File: src/rtl/fix_to_fp_11_4.sv
// Fixed-point to FP_11_4 encoder: iterative normalisation (one shift per cycle),
// round-to-nearest-even packing, valid/ready handshake on both sides.
module fix_to_fp_11_4 #(
  parameter int unsigned IN_W    = 16,
  parameter int unsigned IN_FRAC = 8
) (
  input  logic            clk,
  input  logic            rst_n,
  input  logic [IN_W-1:0] in_data,
  input  logic            in_valid,
  output logic            in_ready,
  output logic [17:0]     out_data,
  output logic            out_valid,
  input  logic            out_ready
);

  localparam int unsigned SW    = $clog2(IN_W);
  // Exponent of a magnitude whose MSB sits at bit IN_W-1 after s shifts is EBase - s.
  localparam int          EBase = int'(IN_W) - int'(IN_FRAC) + 6;

  typedef enum logic [1:0] {StIdle, StNorm, StPack, StHold} state_e;

  state_e          state_q, state_d;
  logic            sign_q, sign_d;
  logic [IN_W-1:0] mag_q, mag_d;
  logic [SW-1:0]   s_q, s_d;
  logic            zero_q, zero_d;
  logic [17:0]     out_data_q, out_data_d;

  logic [10:0] frac;
  logic        guard;
  logic        sticky;
  logic        round_up;
  logic [11:0] frac_sum;
  logic [10:0] frac_out;
  logic [6:0]  exp_raw;
  logic [6:0]  exp_rnd;
  logic [17:0] pack_word;

  // Round the normalised magnitude and form the FP_11_4 word (7-bit two's-complement exponent).
  always_comb begin
    frac      = mag_q[IN_W-2 -: 11];
    guard     = mag_q[IN_W-13];
    sticky    = |mag_q[IN_W-14:0];
    round_up  = guard & (sticky | frac[0]);
    frac_sum  = {1'b0, frac} + 12'(round_up);
    frac_out  = frac_sum[11] ? 11'd0 : frac_sum[10:0];
    exp_raw   = 7'(EBase) - 7'(s_q);
    exp_rnd   = exp_raw + 7'(frac_sum[11]);
    pack_word = 18'd0;
    if (zero_q || exp_rnd[6]) begin
      pack_word = 18'd0;
    end else if (exp_rnd[5:4] != 2'b00) begin
      pack_word = {2'b10, sign_q, 15'd0};
    end else begin
      pack_word = {2'b01, sign_q, exp_rnd[3:0], frac_out};
    end
  end

  // Next-state logic and handshake outputs.
  always_comb begin
    state_d    = state_q;
    sign_d     = sign_q;
    mag_d      = mag_q;
    s_d        = s_q;
    zero_d     = zero_q;
    out_data_d = out_data_q;
    in_ready   = (state_q == StIdle);
    out_valid  = (state_q == StHold);
    out_data   = out_data_q;
    unique case (state_q)
      StIdle: begin
        if (in_valid) begin
          sign_d  = in_data[IN_W-1];
          // Most negative input maps to itself, which is its correct unsigned magnitude.
          mag_d   = in_data[IN_W-1] ? (~in_data + IN_W'(1)) : in_data;
          s_d     = '0;
          zero_d  = 1'b0;
          state_d = StNorm;
        end
      end
      StNorm: begin
        if (mag_q == '0) begin
          zero_d  = 1'b1;
          state_d = StPack;
        end else if (!mag_q[IN_W-1]) begin
          mag_d = mag_q << 1;
          s_d   = s_q + SW'(1);
        end else begin
          state_d = StPack;
        end
      end
      StPack: begin
        out_data_d = pack_word;
        state_d    = StHold;
      end
      StHold: begin
        if (out_ready) state_d = StIdle;
      end
      default: state_d = StIdle;
    endcase
  end

  // State registers with synchronous active-low reset.
  always_ff @(posedge clk) begin
    if (!rst_n) begin
      state_q    <= StIdle;
      sign_q     <= 1'b0;
      mag_q      <= '0;
      s_q        <= '0;
      zero_q     <= 1'b0;
      out_data_q <= 18'd0;
    end else begin
      state_q    <= state_d;
      sign_q     <= sign_d;
      mag_q      <= mag_d;
      s_q        <= s_d;
      zero_q     <= zero_d;
      out_data_q <= out_data_d;
    end
  end

endmodule

File: config.mk
export PLATFORM = sky130hd
export DESIGN_NAME = fix_to_fp_11_4
export DESIGN_NICKNAME = d
export VERILOG_FILES = /design/src/rtl/fix_to_fp_11_4.sv
export SDC_FILE = /design/constraint.sdc
export NUM_CORES = 1
export LEC_CHECK = 0
export CAP_MARGIN = 5
export CORE_AREA = 2 2 74 76
export DETAILED_ROUTE_END_ITERATION = 7
export DIE_AREA = 0 0 76 78
export PLACE_DENSITY = 0.81
export SYNTH_ARGS = -nofsm -noshare
export SYNTH_HDL_FRONTEND = slang
export SYNTH_SLANG_ARGS = --single-unit
File: constraint.sdc
create_clock -name clk -period 2.8 [get_ports clk]
set_input_delay 0.28 -clock clk [delete_from_list [all_inputs] [get_ports clk]]
set_output_delay 0.28 -clock clk [all_outputs]
set_load 0.01 [all_outputs]
==> Word-level counts from Yosys, hierarchy flattened <==
Index checks and enable logic that the tools add are counted.
{ "word_totals": {"ff_bits": 42, "out_inout_bits": 20} }
{ "classes": {"add_sub_neg": 5, "n_eq_ne": 9, "n_mux": 20, "bitwise": 3, "n_reduce_logical": 11} }
{ "op_table": {"columns": ["cell", "n"], "rows": [
  ["2-to-1 mux 16 bit", 4],
  ["2-to-1 mux 18 bit", 2],
  ["one-hot mux 16 bit (2 select lines)", 1],
  ["adder 16 x 1 -> 16 bit (second input constant)", 1],
  ["zero test 16 bit", 1],
  ["NOT 16 bit", 1],
  ["adder 11 x 1 -> 12 bit", 1],
  ["2-to-1 mux 4 bit", 3],
  ["2-to-1 mux 11 bit", 1],
  ["AND reduction 3 bit", 3],
  ["2-to-1 mux 2 bit", 4],
  ["!= test 2 bit (second input constant)", 4],
  ["one-hot mux 2 bit (4 select lines)", 1],
  ["one-hot mux 4 bit (2 select lines)", 1],
  ["adder 5 x 2 -> 6 bit", 1],
  ["subtractor 4 x 4 -> 5 bit (first input constant)", 1],
  ["adder 4 x 1 -> 4 bit (second input constant)", 1],
  ["equality test 2 bit (second input constant)", 2],
  ["AND reduction 4 bit", 1],
  ["nonzero test 2 bit", 2],
  ["!= test 3 bit (second input constant)", 1],
  ["OR reduction 3 bit", 1],
  ["equality test 2 x 1 -> 1 bit (second input constant)", 1],
  ["zero test 2 bit", 1],
  ["7 further kinds", 8]
]} }

==> Logic depth before layout (Yosys ltp) <==
Gate-level depths: netlist (run 1).
{ "logic_depth": {"depth_word": 8, "mapped_depth": 12, "depth_no_buf": 10} }

==> Worst setup path before layout (run 1) <==
Ideal clock, no wire load.
{ "synth_path": {"path_kind": "register to register", "from": "reg mag_q[6]", "to": "reg out_data_q[11], in the netlist out_data[11]", "t_arrival_ns": 2.412, "required_ns": 2.682, "path_slack_ns": 0.270, "stages_incl_launch_ff": 13, "path_buffers": 2, "cell_sequence": "dfxtp_1 clkbuf_1 nand3_1 nor2_1 and4_1 ha_1 ha_1 or4b_1 o21ai_0 a211oi_1 buf_2 a22oi_1 nor2b_1"} }
{ "synth_via": {"elab_chain_len": 5, "word_cells_on_any_way": 6, "classes_between": "add/sub (2); mux (2); reduce/logical (2)"} }
{ "synth_lines": {"columns": ["element", "line_no", "source"], "rows": [
  ["start: declaration", "25", "logic [IN_W-1:0] mag_q, mag_d;"],
  ["start signal: assignment", "116", "mag_q <= mag_d;"],
  ["adder 11 x 1 -> 12 bit *", "46", "frac_sum = {1'b0, frac} + 12'(round_up);"],
  ["adder 5 x 2 -> 6 bit *", "49", "exp_rnd = exp_raw + 7'(frac_sum[11]);"],
  ["nonzero test 2 bit", "53", "end else if (exp_rnd[5:4] != 2'b00) begin"],
  ["2-to-1 mux 18 bit", "53", null],
  ["2-to-1 mux 18 bit *", "51", "if (zero_q || exp_rnd[6]) begin"],
  ["end signal: assignment", "119", "out_data_q <= out_data_d;"],
  ["end: declaration", "28", "logic [17:0] out_data_q, out_data_d;"]
]} }
Mark *: on every way between the ends. The rest lies on a longest branch, timed or not.
A chain may end at the register's enable or synchronous reset.

==> Final worst setup path (run 1) <==
{ "layout_path": {"from": "reg mag_q[4]", "to": "reg out_data_q[0], in the netlist out_data[0]"} }
{ "layout_via": {"elab_chain_len": 7, "word_cells_on_any_way": 9, "classes_between": "add/sub (2); mux (3); bitwise (2); reduce/logical (2)"} }
{ "layout_lines": {"columns": ["element", "line_no", "source"], "rows": [
  ["OR 1 bit", "45", "round_up = guard & (sticky | frac[0]);"],
  ["bitwise AND 1 bit", "45", null],
  ["adder 11 x 1 -> 12 bit *", "46", null],
  ["adder 5 x 2 -> 6 bit", "49", null],
  ["nonzero test 2 bit", "53", null],
  ["2-to-1 mux 18 bit", "53", null],
  ["2-to-1 mux 18 bit *", "51", null]
]} }
Marked as above.

==> qor.txt, run 1 <==
Final Cycle Share: 87.9%
status: finished, final reports clean
worst hold path class: flop to flop
worst hold path cell count: 2
total track usage: 21.9%
Post-DP Area: 3250 um^2
I/O pins: 40
post-synth top area share: 31.1%
Hold-fix buffers, CTS: 0
num rows: 26
Cells after DPL: 448
DPL Wire Length: 4730 um
Fillers: 432
Final nets: 415
fin cells: 456
port buffer count: 39
Layout Skew: 0.00900 ns
wire length of the first global-routing pass: 10800 um
CTS resizes: 1
CP required: 3.01 ns
slew margin rel.: 59.1%
Setup Buffers After CTS: 0
commonest non-fill, non-tap cell in the layout: dfxtp_1
flops & latches, synth: 42
Hold Fails Final Rpt: 0
Async S/R FF share, synth: 0%
minimum clock period: 2.46 ns
syn_nets: 371
Critical-path top delay cell: a211oi_4
area of the core: 5040 um^2
Die H: 78 um
Max Cap Violations: 0
RSZ-0062 raised after global routing: no
average wire per standard cell: 13.7 um
area growth from synthesis to layout: 24.8%
Synth Warn #: 0
Post-synth top flop: dfxtp_1
CTS tree: done
kind of start point of the critical path: flop
drt first pass iters: 4
Max clock buf depth: 2
via/cell ratio: 5.66
TritonCTS Buffers: 5
most frequent cells in the layout: dfxtp_1, clkdlybuf4s50_1, nand2_1, o21ai_0, nand3_1
DRC Markers: 0
largest net degree at the start of global routing: 38
Antenna Cells: 0
Post-Route WL: 6260 um
Yosys cell types: 53
Mapped Cells: 341
EDFF count, synth: 0
Max Clk Rate: 0.406 GHz
vias: 2581
DRT iter0 DRCs: 90
cell leakage power: 0.00124 uW
crit path from: mag_q[4]
Sink Count: 42
number of antenna violations at the first check in global routing: 0
setup total negative slack: 0 ns
clk_lat worst skew: 0.29 ns
Overflow after GRT: 0
Die ar.: 5930 um^2
H-Tree Depth: 2
Post-Syn Area per Cell: 7.93 um^2
Syn Std Cell Area: 2700 um^2
top cell type by total area after synthesis: dfxtp_1
final core utilization: 66.9%
Synth area leaders: dfxtp_1, nand2_1, ha_1, o21ai_0, nand3_1
routability cong.: 0.831
clock-pin slew on the worst setup and hold paths: 0.08 ns
Finished Cell Area: 3370 um^2
min-delay src: mag_q[2]
P per Cell Area: 778 nW/um^2
Final setup viols: 0
vias in the first global route: 2412
R2R cell count: 10
Critical Path Sink Type: flop
Die W: 76 um
register area share after synthesis: 31.1%
worst slew pin tran: 0.608 ns
layout cells sized above 1: 10.1%
Slew Limit Fails: 0
Pwr Total: 2620 uW
CP peak stage delay: 0.49 ns
VDD IR max: 451 uV
initial core utilization: 53.6%
sequence of cells on the critical path: nand3_1, nor2_1, and4_1, ha_1, ha_1, or4b_1, o21ai_0, a211oi_4, nand2_1, o21ai_0
antenna-violating nets left: 0
CTS root buf: clkbuf_8
Critical Path AT: 2.67 ns
Crit Path Class: flop to flop
RR Startpoint: mag_q[4]
CP max FO: 11
-- final timing paths --
kind / to / slack (ns)
worst max register to register: out_data[0] / 0.34
worst min-delay path: mag_q[2] / 0.49
worst max-delay path: out_data[0] / 0.34
worst min register to register: mag_q[2] / 0.49
-- synthesized netlist by cell type (all sizes together), types with 3 or more instances --
cell type,number
dfxtp,42
nand2,36
o21ai,29
nand3,22
a21oi,20
nor2,14
inv,13
clkbuf,12
nor2b,12
xor2,12
buf,10
ha,10
xnor2,10
a31oi,9
mux2i,8
nor3,7
o211ai,7
or4,7
a22oi,6
nand2b,4
nand4b,4
and2,3
nand4,3
nor4,3
o211a,3
-- sequential cells by signal, summed over array words and instances (netlist names) --
signal	cells
mag_q	16
out_data	18
s_q	4
sign_q	1
state_q	2
zero_q	1
-- critical path: cells and delay by family, from the launching register on --
family | cells | cell delay, ns
AND/OR/NAND/NOR | 5 | 0.74
AO/OA/AOI/OAI | 3 | 0.88
adder cells (fa/ha/maj) | 2 | 0.44
flip-flops | 1 | 0.32
-- layout make-up --
cell class | count | area, um^2 | area share, %
Clock buffer | 7 | 76.3 | 2.26
Clock inverter | 1 | 30.0 | 0.890
Inverter | 15 | 56.3 | 1.67
Multi-Input combinational cell | 262 | 1730 | 51.4
Sequential cell | 42 | 841 | 24.9
Tap cell | 70 | 87.6 | 2.60
Timing Repair Buffer | 59 | 548 | 16.2
-- metal layers --
| metal | GRT usage [%] | routed length, um | up-vias |
|---|---|---|---|
| li1 | - | - | 1322 |
| met1 | 27.5 | 2910 | 1185 |
| met2 | 39.1 | 3030 | 69 |
| met3 | 4.07 | 279 | 5 |
| met4 | 4.73 | 44 | 0 |
| met5 | 0 | 0 | - |
-- metrics by stage --
| stage | hold WS (ns) | setup slack [ns] |
|---|---|---|
| floorplan | 0.438 | 0.270 |
| CTS | 0.484 | 0.224 |
| global placement | 0.465 | -0.00757 |
| detailed placement | 0.472 | -0.169 |
| global route | 0.516 | 0.0546 |
| finish | 0.486 | 0.340 |
-- kinds of logic after synthesis --
group	count (synthesis)	synth area share [%]
compound gates	93	22.0
xor+xnor	22	7.13
fa+ha+maj	10	4.63
buf+inv	37	5.46
flops	42	31.1
mux	10	3.79
simple gates	127	25.9
-- report_power, final --
part           switching, uW  total, uW  internal [uW]  leakage, uW
Sequential              93.5        837            744     0.000342
Clock                    198        464            267    0.0000524
Combinational            737       1320            584     0.000848
Total                   1030       2620           1600      0.00124
(Power assumes the default switching activity.)
==> run 2: changes to the inputs <==
Settings changed: ABC_AREA set to 1, CORE_AREA 2 2 74 76 to 2 2 75 77, DIE_AREA 0 0 76 78 to 0 0 77 79, PLACE_DENSITY 0.81 to 0.82, SKIP_CTS_REPAIR_TIMING set to 1.
==> run 2 against run 1 <==
Net effect:
- global-route usage shrank 0.20 points
- largest cell class unchanged
- critical path depth grew 4
- combinational power is essentially flat
- largest power group unchanged
- register-to-register slack gained 0.08 ns
- critical path type unchanged
- flip-flop and latch count is the same
==> qor.txt, run 2 <==
top cell type by total area after synthesis: dfxtp_1
slew margin rel.: 58.1%
TritonCTS Buffers: 5
vias: 2772
WHS Endpoint: out_data[3]
drt first pass iters: 4
Yosys cell types: 35
EDFF count, synth: 0
number of antenna violations at the first check in global routing: 0
CP required: 3.03 ns
flops & latches, synth: 42
area of the core: 5340 um^2
Crit Path Class: flop to flop
status: finished, final reports clean
routability cong.: 0.858
Antenna Cells: 0
xor/xnor share of the synthesized area: 1.56%
CP max FO: 16
Reg2Reg Setup Slack: 0.42 ns
total track usage: 21.7%
DPL Wire Length: 4740 um
H-Tree Depth: 2
Die H: 79 um
cell leakage power: 0.00140 uW
Compound-Gate Fraction of Synth Area: 13.6%
average wire per standard cell: 11.2 um
worst slew pin tran: 0.627 ns
Post-Route WL: 6130 um
P per Cell Area: 813 nW/um^2
Layout Skew: 0.00761 ns
worst hold path class: flop to flop
Post-Syn Area per Cell: 6.40 um^2
kind of start point of the critical path: flop
I/O pins: 40
CTS root buf: clkbuf_8
Max Cap Violations: 0
adder-cell area share of the yosys netlist: 4.44%
max FFs per register: 18
via/cell ratio: 5.08
Async S/R FF share, synth: 0%
initial core utilization: 52.7%
Synth Warn #: 0
Final setup viols: 0
Max Clk Rate: 0.420 GHz
post-synth top area share: 29.9%
Synth area leaders: dfxtp_1, nand2_1, nand3_1, a21oi_1, inv_1
synth cell count leaders: nand2_1, inv_1, dfxtp_1
clk_lat worst skew: 0.30 ns
setup total negative slack: 0 ns
syn_nets: 470
DRC Markers: 0
most frequent cell after synthesis: nand2_1
num rows: 27
reg2reg end: out_data[10]
R2R cell count: 14
worst hold path cell count: 2
wire length of the first global-routing pass: 11100 um
Slew Limit Fails: 0
Die W: 77 um
most frequent cells in the layout: nand2_1, inv_1, dfxtp_1, nand3_1, clkdlybuf4s50_1
Critical Path AT: 2.61 ns
min-delay src: out_data[3]
register area share after synthesis: 29.9%
CTS tree: done
Max clock buf depth: 2
Critical Path Sink Type: flop
Overflow after GRT: 0
Post-synth top flop: dfxtp_1
simple-gate area share of the yosys netlist: 40.7%
largest family of logic cells by synthesized area: simple AND/OR/NAND/NOR gates
Hold Fails Final Rpt: 0
largest net degree at the start of global routing: 27
RR Startpoint: mag_q[5]
commonest non-fill, non-tap cell in the layout: nand2_1
Die ar.: 6080 um^2
Final Cycle Share: 85.1%
Mapped Cells: 440
Final nets: 503
PnR worst setup slack: 0.418 ns
layout cells sized above 1: 8.44%
clock-pin slew on the worst setup and hold paths: 0.08 ns
minimum clock period: 2.38 ns
vias in the first global route: 2540
DRT iter0 DRCs: 160
port buffer count: 39
VDD IR max: 420 uV
Syn Std Cell Area: 2820 um^2
antenna-violating nets left: 0
post-synthesis mux area share: 0%
area growth from synthesis to layout: 17.9%
RSZ-0062 raised after global routing: no
Sink Count: 42
pre-CTS setup slack: 0.414 ns
-- run 2: changes by cell type in the layout (fill, tap and decap cells not counted), sizes merged, moves of 8 or more --
cell and change:
nor2 +29, a31oi -9, nor2b -12, xnor2 -10, mux2i -8, a21oi +24
nand3b +8, buf -18, nand2 +98, inv +36, nand3 +24
-- run 2: power breakdown --
group / switching [uW] / leakage, uW / internal [uW] / total, uW
combinational: 834 / 0.00100 / 515 / 1350
sequential: 177 / 0.000343 / 772 / 949
clock: 203 / 0.0000482 / 199 / 402
-- run 2: final cells by class --
class                      instances  area, um^2
clock inverter                     1        5.00
multi-input combinational        332        1700
tap                               72        90.1
fill                             536        2020
clock buffer                       7        86.3
timing repair buffer              42         413
sequential                        42         841
inverter                          50         188
-- run 2: worst max-delay path by stage --
stage	startpoint	end	slack, ns	depth (start not counted)
after detailed placement	mag_q[6]	out_data[10]	0.41	14
after floorplan	mag_q[6]	out_data[2]	0.49	16
final	mag_q[5]	out_data[10]	0.42	14
after CTS	mag_q[6]	out_data[10]	0.41	14
after global routing	mag_q[6]	out_data[4]	0.12	14
after global placement	state_q[1]	s_q[1]	0.53	7
-- run 2: per-layer routing --
layer	up-vias	global-route usage [%]	wire length, um
met5	-	0	0
met1	1202	27.2	2960
met2	72	38.4	2850
met3	9	3.30	238
li1	1489	-	-
met4	0	6.79	84
-- run 2: cells by family after synthesis --
| logic type | Yosys count |
|---|---|
| AO/OA/AOI/OAI | 71 |
| XOR/XNOR | 5 |
| adder cells (fa/ha/maj) | 10 |
| buffers and inverters | 66 |
| flip-flops | 42 |
| AND/OR/NAND/NOR | 246 |
-- run 2: per-stage QoR --
step                total power, uW  hold WS [ns]  instances  util [%]  instance area [um^2]
detailed placement             2300         0.455        538      60.5                  3230
finish                         2700         0.464        546      62.2                  3320
CTS                            2700         0.466        546      62.2                  3320
global placement               2270         0.455        538      60.5                  3230
floorplan                      1990         0.399        440         -                  2820
global route                   2960         0.487        546      62.2                  3320
-- run 2: critical path, cell delays in order, from the launching register on --
cell,delay [ns]
dfxtp_1,0.42
inv_1,0.11
nor3_2,0.21
nand3_1,0.11
nor4_1,0.20
ha_1,0.22
ha_1,0.14
inv_1,0.07
nor2_4,0.12
nand2_1,0.06
nand2_1,0.07
nand2_2,0.10
nor2_8,0.26
nand3b_1,0.12
a21oi_1,0.13
